==> src/rtl/x_stream_feeder.sv <==
// Byte FIFO feeding an MSB-first serial bit stream.
// Each x bit is held until the downstream logic consumes it with step.
module x_stream_feeder #(
  parameter int DEPTH = 4
) (
  input  logic       clk,
  input  logic       reset,
  input  logic [7:0] in_data,
  input  logic       in_valid,
  output logic       in_ready,
  input  logic       step,
  output logic       x,
  output logic       x_valid,
  output logic       x_first,
  output logic [3:0] count,
  output logic       overflow
);

  localparam int AW = $clog2(DEPTH);
  localparam logic [3:0] FULL = 4'(DEPTH);
  localparam logic [0:0] S_IDLE  = 1'b0;
  localparam logic [0:0] S_SHIFT = 1'b1;

  logic [7:0]    mem_q [DEPTH];
  logic [AW-1:0] wr_ptr_q, rd_ptr_q;
  logic [3:0]    count_q, count_d;
  logic [0:0]    state_q, state_d;
  logic [7:0]    sh_q, sh_d;
  logic [2:0]    bit_q, bit_d;
  logic          ovf_q;
  logic          push, pop;

  assign in_ready = !reset && (count_q != FULL);
  assign push     = in_valid && in_ready;
  assign count    = count_q;
  assign overflow = ovf_q;
  assign x        = sh_q[bit_q];
  assign x_valid  = !reset && (state_q == S_SHIFT);
  assign x_first  = x_valid && (bit_q == 3'd7);

  // Pop reads the pre-edge count, so a same-edge push never bypasses.
  always_comb begin
    pop     = 1'b0;
    state_d = state_q;
    bit_d   = bit_q;
    sh_d    = sh_q;
    if (state_q == S_IDLE) begin
      if (count_q != 4'd0) pop = 1'b1;
    end else if (step) begin
      if (bit_q != 3'd0)
        bit_d = bit_q - 3'd1;
      else if (count_q != 4'd0)
        pop = 1'b1;
      else
        state_d = S_IDLE;
    end
    if (pop) begin
      sh_d    = mem_q[rd_ptr_q];
      bit_d   = 3'd7;
      state_d = S_SHIFT;
    end
    count_d = count_q + {3'd0, push} - {3'd0, pop};
  end

  always_ff @(posedge clk) begin
    if (push) mem_q[wr_ptr_q] <= in_data;
  end

  always_ff @(posedge clk) begin
    if (reset) begin
      wr_ptr_q <= '0;
      rd_ptr_q <= '0;
      count_q  <= 4'd0;
      state_q  <= S_IDLE;
      sh_q     <= 8'd0;
      bit_q    <= 3'd7;
      ovf_q    <= 1'b0;
    end else begin
      if (push) wr_ptr_q <= wr_ptr_q + AW'(1);
      if (pop)  rd_ptr_q <= rd_ptr_q + AW'(1);
      count_q <= count_d;
      state_q <= state_d;
      sh_q    <= sh_d;
      bit_q   <= bit_d;
      if (in_valid && !in_ready) ovf_q <= 1'b1;
    end
  end

endmodule

==> config.mk <==
export PLATFORM = sky130hd
export DESIGN_NAME = x_stream_feeder
export DESIGN_NICKNAME = d
export VERILOG_FILES = /design/src/rtl/x_stream_feeder.sv
export SDC_FILE = /design/constraint.sdc
export NUM_CORES = 1
export LEC_CHECK = 0
export ABC_AREA = 1
export BUFFER_PORTS_ARGS = -buffer_cell sky130_fd_sc_hd__buf_2
export CAP_MARGIN = 20
export CORE_MARGIN = 5
export CORE_UTILIZATION = 59
export DETAILED_ROUTE_END_ITERATION = 8
export GPL_TIMING_DRIVEN = 0
export PLACE_DENSITY = 0.79
export SYNTH_ARGS = -nofsm -noshare
export SYNTH_HDL_FRONTEND = slang
export SYNTH_SLANG_ARGS = --single-unit
export TNS_END_PERCENT = 100
==> constraint.sdc <==
create_clock -name clk -period 3.2 [get_ports clk]
set_clock_uncertainty 0.1 [all_clocks]
set_input_delay 0 -clock clk [delete_from_list [all_inputs] [get_ports clk]]
set_output_delay 0 -clock clk [all_outputs]
set_load 0.01 [all_outputs]
==> impl_metrics.json, run 1 <==
{
  "clock-sinks": 53,
  "yosysSeqAreaShare_pct": 53.41,
  "synth-adder-area-share_pct": 7.063,
  "synthesized_area_fraction_occupied_by_ao_oa_aoi_and_oai_cells_pct": 2.564,
  "globalRoute.totalOverflow": 0,
  "endpoint_kind": "register",
  "synth_largest_type_area_fraction_pct": 37.16,
  "routed_wirelength_mm": 4.756,
  "diodes": 0,
  "fp.dieH_um": 76.21,
  "final-hold-violation-count": 0,
  "synth_simple_gate_area_share_pct": 24.38,
  "crit_arrival_ns": 2.69,
  "fp.dieW_um": 76.21,
  "largest_net_degree_at_the_start_of_global_routing": 18,
  "syn_nets": 323,
  "grt_pass1_vias": 1800,
  "cts_htree_levels": 2,
  "post_cts_resize_count": 0,
  "total_power_w": 0.002214,
  "endpoint": "count[2]",
  "syn_to_final_growth_pct": 14.90,
  "totalNegativeSetupSlack_ns": 0,
  "post_synth_main_area_contributors": "edfxtp_1 (37%), dfxtp_1 (16%), nand2_1 (11%), inv_1 (8.7%), ha_1 (6.3%)",
  "pre_cts_slack_ns": 0.6888,
  "reg2reg_to": "count[2]",
  "route.detailed.vias_per_inst": 4.747,
  "max_slew.worst_pin.slew_ns": 0.8607,
  "worst_setup_path_start_kind": "register",
  "clk_pin_slew_worst_paths_ns": 0.10,
  "final_min_period_over_clock_period_pct": 80.54,
  "worstSetupPathDepth": 14,
  "synth_top_flop_cell": "edfxtp_1",
  "path_delay_family": "adder cells",
  "rsz0062_at_grt": "no",
  "post_synth_instance_area_mm2": 0.002586,
  "fin_ws_ns": 0.6227,
  "num_io_pins": 21,
  "postSynthCellCount": 297,
  "cts_made_buffers": 5,
  "cp_slowest_cell": "fa_1",
  "grt_antenna_before_repair": 0,
  "place.gp.congestion": 0.7744,
  "insertion_delay_ns": 0.31,
  "synth_area_leader_cell": "edfxtp_1",
  "layout.filler_cells": 332,
  "timing.rr.start": "bit_q[0]",
  "placement.cell_area_mm2": 0.002746,
  "final_layout_size_suffix_gt1_share_pct": 13.73,
  "final-seq-area_mm2": 0.001381,
  "slew_headroom_pct": 42.41,
  "status": "completed",
  "die_area_mm2": 0.005807,
  "io_buffer_count": 19,
  "total_leakage_power_nw": 1.475,
  "cp.buffers_inverters": 5,
  "clock_tree.buffer_depth": 2,
  "drc": 0,
  "dp.final_hpwl_mm": 3.095,
  "initial_utilization_pct": 60.23,
  "p_per_area_mw_per_mm2": 745.1,
  "vdd_ir_drop_max_v": 0.0004307,
  "num_rows": 24,
  "max_stage_delay_ns": 0.37,
  "drt-pass1-iter-count": 4,
  "synthXorXnorAreaFrac_pct": 0.6773,
  "postSynthAreaPerCell_um2": 8.708,
  "globalRouteTotalUtil_pct": 17.65,
  "ys_warn_count": 0,
  "number_of_flops_mapped_to_enable_cells_by_yosys": 32,
  "final_setup_violating_endpoints": 0,
  "r2r_cells": 14,
  "hp-class": "primary input to register",
  "cts_setup_buffers": 0,
  "max_freq_mhz": 388.0,
  "required_arrival_time_at_the_worst_endpoint_ns": 3.31,
  "routed_wire_length_per_instance_um": 12.29,
  "timing.critical_path.cells": "buf_2 > inv_1 > ha_1 > nand3_2 > nand2_4 > nand2_4 > inv_2 > ha_1 > inv_1 > ha_1 > inv_1 > fa_1 > xor2_1 > nor2_1",
  "first_iter_violations": 125,
  "remaining_antenna_violation_count_after_routing": 0,
  "ys_ff_latch": 53,
  "post_synth_num_cell_types": 26,
  "cts_tree": "yes",
  "max_cap_viols": 0,
  "async_flop_share_pct": 0,
  "post_synth_most_frequent_cells": "nand2_1 (79), inv_1 (60), edfxtp_1 (32)",
  "main_combinational_cell_family_by_area_after_synthesis": "simple AND/OR/NAND/NOR gates",
  "holdWs_ns": 0.3339,
  "routed_vias": 1837,
  "grt_first_pass_wirelength_mm": 8.224,
  "clk_root_buffer_cell": "clkbuf_8",
  "drv_slew": 0,
  "multi_input_comb_area_um2": 897.1,
  "design.core.area_mm2": 0.004294,
  "worst-path-max-fanout": 10,
  "r2r_slack_ns": 0.62,
  "synth.most_common_cell": "nand2_1",
  "final_area_mm2": 0.002972,
  "fin_nets": 360,
  "setup.worst_path.start": "bit_q[0]",
  "worst-setup-path-type": "register to register",
  "timing.final.crit_period_ns": 2.577,
  "synth.area.mux_share_pct": 0
}
[registers in the layout, summed over array words and instances (netlist names)]
| name | count |
|---|---|
| count | 4 |
| state_q | 1 |
| overflow | 1 |
| sh_q | 8 |
| mem_q | 32 |
| rd_ptr_q | 2 |
| wr_ptr_q | 2 |
| bit_q | 3 |
[cells in the final DEF (no fill, tap or decap), types with 3 or more instances in the layout]
cell and count:
buf_2 23, nand4_1 3, dlygate4sd3_1 11, dfxtp_1 21, edfxtp_1 32, o211ai_1 3
clkbuf_8 6, inv_1 60, ha_1 13, nand2_1 79, nand3_1 24, a21oi_1 5
nor2_1 31, inv_2 3
[routing by layer]
layer	share of wire (%)	track usage, %	up-vias
met5	0	0	-
met4	1.8	6.993	0
met3	5.0	4.137	9
met2	48	29.62	39
met1	45	21.86	805
li1	-	-	984
[cells by family (layout without fill, tap and decap cells)]
family,Yosys count,in the layout
AND/OR/NAND/NOR,145,145
AO/OA/AOI/OAI,11,11
XOR/XNOR,2,2
adder cells (fa/ha/maj),14,14
buffers and inverters,72,110
flip-flops,53,53
[power breakdown]
group	switching [W]	internal [W]	leakage [nW]	total [W]
logic	0.000532	0.000332	0.957	0.000863
registers	0.0000629	0.000833	0.464	0.000896
clock network	0.000221	0.000234	0.0543	0.000455
total	0.000815	0.00140	1.48	0.00221
[cell type report]
cell class	instances	share of cell area (%)
plain buffers	8	2.274
clock buffers	5	2.316
clock inverters	3	1.558
inverters	64	8.084
multi-input cells	172	30.19
flip-flops and latches	53	46.48
well taps	52	2.189
repair buffers	30	6.905
[through the flow]
stage,cells,utilization [%]
final,387,69.20
after global placement,368,63.96
after global routing,387,69.20
after detailed placement,368,63.96
after floorplan,297,-
after CTS,387,69.20
[timing repair]
item,in CTS,in global routing
endpoints found under the setup margin,0,0
hold buffers,11,0
hold endpoints to repair,42,0
[worst min path at each step]
stage / from / to / slack, ns / depth (start not counted)
finish: in_data[2] / mem_q[1][2] / 0.33 / 2
global route: in_data[6] / mem_q[2][6] / 0.33 / 2
CTS: in_data[2] / mem_q[1][2] / 0.33 / 2
detailed placement: in_data[2] / mem_q[3][2] / 0.11 / 1
global placement: in_data[0] / mem_q[0][0] / 0.11 / 1
floorplan: in_data[0] / mem_q[0][0] / -0.001 / 0
No activity file was read; power rests on OpenSTA's default activity.
==> run 2, diff against run 1 <==
Settings changed: CORE_UTILIZATION 59 to 53, PLACE_DENSITY 0.79 to 0.75.
Clock period 3.2 ns to 2.09 ns, I/O delays scaled along.
==> run 2 against run 1 <==
Net effect:
- clock power increased by 20%
- count of clock-buffer cells in the layout grew 2
- flip-flop and latch count unchanged
- non-clock buffer count is 10 higher
- global-route usage shrank 2.0 points
- critical endpoint unchanged
- largest cell class unchanged
- highest routed layer unchanged
==> impl_metrics.json, run 2 (synthesis gave the netlist of run 1 again) <==
{
  "status": "completed",
  "worst_setup_path_start_kind": "register",
  "cts_made_buffers": 5,
  "worstSetupPathDepth": 13,
  "num_rows": 25,
  "remaining_antenna_violation_count_after_routing": 0,
  "dp.final_hpwl_mm": 3.294,
  "num_io_pins": 21,
  "die_area_mm2": 0.006377,
  "io_buffer_count": 19,
  "final_setup_violating_endpoints": 0,
  "crit_arrival_ns": 2.18,
  "clock-sinks": 53,
  "reg2reg_to": "count[2]",
  "routed_wirelength_mm": 4.901,
  "layout.filler_cells": 382,
  "placement.cell_area_mm2": 0.002826,
  "fp.dieW_um": 79.86,
  "cp.buffers_inverters": 4,
  "first_iter_violations": 96,
  "max_cap_viols": 0,
  "timing.final.crit_period_ns": 2.054,
  "r2r_slack_ns": 0.04,
  "clk_pin_slew_worst_paths_ns": 0.09,
  "fp.dieH_um": 79.86,
  "globalRoute.totalOverflow": 0,
  "insertion_delay_ns": 0.29,
  "final_area_mm2": 0.003166,
  "r2r_cells": 13,
  "clk_root_buffer_cell": "clkbuf_8",
  "globalRouteTotalUtil_pct": 15.62,
  "fin_nets": 370,
  "largest_register_ffs": 32,
  "design.core.area_mm2": 0.004723,
  "worst-setup-path-type": "register to register",
  "worst-path-max-fanout": 4,
  "max_freq_mhz": 486.9,
  "timing.rr.start": "bit_q[1]",
  "drc": 0,
  "final_layout_size_suffix_gt1_share_pct": 22.03,
  "largest_net_degree_at_the_start_of_global_routing": 16,
  "cp_slowest_cell": "dfxtp_4",
  "drt-pass1-iter-count": 4,
  "rsz0062_at_grt": "yes",
  "routed_wire_length_per_instance_um": 11.90,
  "crit_path_frequent_cell": "ha_4",
  "initial_utilization_pct": 54.75,
  "grt_antenna_before_repair": 0,
  "setup.worst_path.start": "bit_q[1]",
  "max_slew.worst_pin.slew_ns": 0.8431,
  "total_leakage_power_nw": 1.500,
  "mostFrequentLayoutCell": "nand2_1",
  "syn_to_final_growth_pct": 22.40,
  "diodes": 0,
  "path_delay_family": "adder cells",
  "cts_htree_levels": 2,
  "place.gp.congestion": 0.7817,
  "hp-class": "primary input to register",
  "grt_first_pass_wirelength_mm": 7.624,
  "max_flop_register": "mem_q",
  "drv_slew": 0,
  "grt_pass1_vias": 1718,
  "max_stage_delay_ns": 0.38,
  "top_library_cells_by_usage_in_the_layout_fill_and_taps_aside": "nand2_1 (79), inv_1 (53), edfxtp_1 (32)",
  "route.detailed.vias_per_inst": 4.617,
  "routed_vias": 1902,
  "p_per_area_mw_per_mm2": 1101,
  "vdd_ir_drop_max_v": 0.0005600,
  "final-hold-violation-count": 0,
  "total_power_w": 0.003485,
  "endpoint": "count[2]",
  "clock_tree.buffer_depth": 2,
  "cts_tree": "yes",
  "required_arrival_time_at_the_worst_endpoint_ns": 2.22,
  "slew_headroom_pct": 43.58,
  "timing.critical_path.cells": "inv_4 > ha_4 > nand3_4 > nand2_4 > nand2_8 > inv_6 > ha_4 > inv_2 > ha_4 > inv_2 > fa_2 > xor2_1 > nor2_1",
  "endpoint_kind": "register",
  "final_min_period_over_clock_period_pct": 98.27
}
## run 2: cell types whose count changed in the layout (fill, tap and decap cells not counted), moves of 3 or more
cell / previous run / this run
buf_4: 1 / 12
inv_1: 60 / 53
dfxtp_1: 21 / 15
ha_1: 13 / 8
ha_4: 0 / 5
dfxtp_2: 0 / 4
inv_2: 3 / 7
nand3_4: 1 / 4
## run 2: metrics by stage
| step | setup WS (ns) | std cells | util, % | hold slack (ns) | setup TNS (ns) |
|---|---|---|---|---|---|
| 3_5_place_dp | -0.1248 | 383 | 59.84 | 0.1165 | -0.2478 |
| 5_1_grt | -0.07072 | 412 | 67.02 | 0.3570 | -0.1091 |
| 4_1_cts | 0.004996 | 405 | 64.95 | 0.3446 | 0 |
| 3_3_place_gp | -0.08901 | 383 | 59.84 | 0.1126 | -0.3059 |
| 2_1_floorplan | 0.0005262 | 297 | - | -0.001131 | 0 |
| 6_report | 0.03625 | 412 | 67.02 | 0.3600 | 0 |
## run 2: cell type report
cell class / instances / area (um^2) / area share (%)
plain buffers: 7 / 62.56 / 1.976
clock buffers: 7 / 76.32 / 2.411
clock inverters: 1 / 7.507 / 0.2372
inverters: 64 / 250.2 / 7.905
multi-input cells: 172 / 1003 / 31.70
flip-flops and latches: 53 / 1394 / 44.03
well taps: 67 / 83.83 / 2.648
repair buffers: 41 / 287.8 / 9.091
## run 2: worst min path at each step
stage / from / to / slack [ns] / depth (start not counted)
after floorplan: in_data[0] / mem_q[0][0] / -0.001 / 0
after global placement: in_data[2] / mem_q[1][2] / 0.11 / 1
after detailed placement: in_data[5] / mem_q[2][5] / 0.12 / 1
after CTS: in_data[2] / mem_q[0][2] / 0.34 / 2
after global routing: in_data[1] / mem_q[0][1] / 0.36 / 2
final: in_data[6] / mem_q[0][6] / 0.36 / 2
## run 2: power by group
part           internal, W  total [W]  switching, W
clock network     0.000238   0.000544      0.000306
registers          0.00129    0.00139      0.000108
logic             0.000653    0.00155      0.000895
total              0.00218    0.00348       0.00131
## run 2: per-layer routing
metal / vias to the layer above / part of all wire, % / track usage (%)
li1: 1012 / - / -
met1: 864 / 44 / 18.09
met2: 24 / 52 / 28.96
met3: 2 / 3.4 / 3.725
met4: 0 / 0.59 / 3.547
met5: - / 0 / 0
## run 2: timing repair
action	CTS	global route
pin swaps	1	7
setup endpoints to repair	18	2
endpoints found under the hold margin	41	0
hold buffers	11	0
buffers inserted	3	8
gates resized for setup	6	16
==> run 3, diff against run 2 <==
Settings changed: MAX_ROUTING_LAYER set to met4.
==> run 3 against run 2 <==
Net effect:
- core utilization unchanged
- setup slack hardly changed
- fmax about the same
- first-iteration DRC count shrank 4.2%
- critical path depth stayed put
- cell count stayed put
- flip-flop and latch count did not move
- count of clock-buffer cells in the layout unchanged
- critical endpoint unchanged
- largest cell class unchanged
- highest routed layer unchanged
==> impl_metrics.json, run 3 (synthesis gave the netlist of run 1 again) <==
{
  "max_freq_mhz": 486.9,
  "final_area_mm2": 0.003166,
  "fp.dieW_um": 79.86,
  "cp.buffers_inverters": 4,
  "cts_made_buffers": 5,
  "slew_headroom_pct": 43.38,
  "routed_vias": 1899,
  "max_flop_register": "mem_q",
  "largest_net_degree_at_the_start_of_global_routing": 16,
  "clock_tree.buffer_depth": 2,
  "total_leakage_power_nw": 1.500,
  "endpoint_kind": "register",
  "io_buffer_count": 19,
  "clk_root_buffer_cell": "clkbuf_8",
  "dp.final_hpwl_mm": 3.294,
  "timing.final.crit_period_ns": 2.054,
  "design.core.area_mm2": 0.004723,
  "final-seq-area_mm2": 0.001394,
  "fp.dieH_um": 79.86,
  "max_stage_delay_ns": 0.38,
  "num_io_pins": 21,
  "first_iter_violations": 92,
  "cp_slowest_cell": "dfxtp_4",
  "insertion_delay_ns": 0.29,
  "placement.cell_area_mm2": 0.002826,
  "mostFrequentLayoutCell": "nand2_1",
  "max_cap_viols": 0,
  "grt_antenna_before_repair": 0,
  "clk_pin_slew_worst_paths_ns": 0.09,
  "globalRouteTotalUtil_pct": 15.97,
  "remaining_antenna_violation_count_after_routing": 0,
  "worst-setup-path-type": "register to register",
  "crit_path_frequent_cell": "ha_4",
  "grt_first_pass_wirelength_mm": 7.610,
  "worstHoldPathCells": 2,
  "multi_input_comb_area_mm2": 0.001003,
  "top_library_cells_by_usage_in_the_layout_fill_and_taps_aside": "nand2_1 (79), inv_1 (53), edfxtp_1 (32)",
  "drc": 0,
  "path_delay_family": "adder cells",
  "vdd_ir_drop_max_v": 0.0005601,
  "num_rows": 25,
  "status": "completed",
  "timing.critical_path.cells": "inv_4 > ha_4 > nand3_4 > nand2_4 > nand2_8 > inv_6 > ha_4 > inv_2 > ha_4 > inv_2 > fa_2 > xor2_1 > nor2_1",
  "final-hold-violation-count": 0,
  "layout.filler_cells": 382,
  "worst-path-max-fanout": 4,
  "fin_nets": 370,
  "routed_wire_length_per_instance_um": 11.84,
  "required_arrival_time_at_the_worst_endpoint_ns": 2.22,
  "hp-class": "primary input to register",
  "grt_pass1_vias": 1722,
  "r2r_slack_ns": 0.04,
  "max_slew.worst_pin.slew_ns": 0.8461,
  "total_power_w": 0.003483,
  "worstSetupPathDepth": 13,
  "cts_htree_levels": 2,
  "r2r_cells": 13,
  "final_min_period_over_clock_period_pct": 98.27,
  "syn_to_final_growth_pct": 22.40,
  "final_layout_size_suffix_gt1_share_pct": 22.03,
  "rsz0062_at_grt": "yes",
  "place.gp.congestion": 0.7925,
  "drt-pass1-iter-count": 4,
  "largest_register_ffs": 32,
  "drv_slew": 0,
  "route.detailed.vias_per_inst": 4.609,
  "diodes": 0,
  "globalRoute.totalOverflow": 0,
  "die_area_mm2": 0.006377,
  "clock-sinks": 53,
  "worst_setup_path_start_kind": "register",
  "routed_wirelength_mm": 4.880,
  "p_per_area_mw_per_mm2": 1100,
  "final_setup_violating_endpoints": 0,
  "initial_utilization_pct": 54.75,
  "crit_arrival_ns": 2.18,
  "cts_tree": "yes"
}
[run 3: worst paths after layout]
path / from / endpoint
worst min-delay path: in_data[6] / mem_q[0][6]
worst max-delay path: bit_q[1] / count[2]
worst min register to register: overflow / overflow
worst max register to register: bit_q[1] / count[2]
[run 3: metal layers]
layer  part of all wire, %  global-route usage (%)
met2                    51                   28.96
met5                     0                       -
met4                  0.76                   4.561
met3                   4.7                   2.709
met1                    44                   18.09
[run 3: metrics by stage]
| step | TNS [ns] | util, % | hold slack (ns) | instances | setup WS, ns |
|---|---|---|---|---|---|
| 3_5_place_dp | -0.2478 | 59.84 | 0.1165 | 383 | -0.1248 |
| 6_report | 0 | 67.02 | 0.3587 | 412 | 0.03615 |
| 5_1_grt | -0.1091 | 67.02 | 0.3613 | 412 | -0.07072 |
| 2_1_floorplan | 0 | - | -0.001131 | 297 | 0.0005262 |
| 3_3_place_gp | -0.3059 | 59.84 | 0.1126 | 383 | -0.08901 |
| 4_1_cts | 0 | 64.95 | 0.3446 | 405 | 0.004996 |
[run 3: worst register-to-register path, cell delays in order, from the launching register on]
cell     delay [ns]
dfxtp_4        0.38
inv_4          0.05
ha_4           0.16
nand3_4        0.09
nand2_4        0.07
nand2_8        0.09
inv_6          0.04
ha_4           0.20
inv_2          0.06
ha_4           0.13
inv_2          0.04
fa_2           0.34
xor2_1         0.16
nor2_1         0.10
[run 3: what timing repair did]
action	4_1_cts	5_1_grt
endpoints found under the hold margin	41	0
hold buffers	11	0
buffers inserted	3	8
resized for setup	6	16
pin swaps	1	7
setup endpoints to repair	18	2
[run 3: area by class of cell]
cell class	instances	area share, %
multi-input combinational	172	31.70
sequential	53	44.03
timing repair buffer	41	9.091
buffer	7	1.976
tap	67	2.648
clock buffer	7	2.411
inverter	64	7.905
clock inverter	1	0.2372
[run 3: power breakdown]
part | switching [W] | internal [W]
registers | 0.000108 | 0.00129
clock network | 0.000307 | 0.000238
logic | 0.000893 | 0.000653
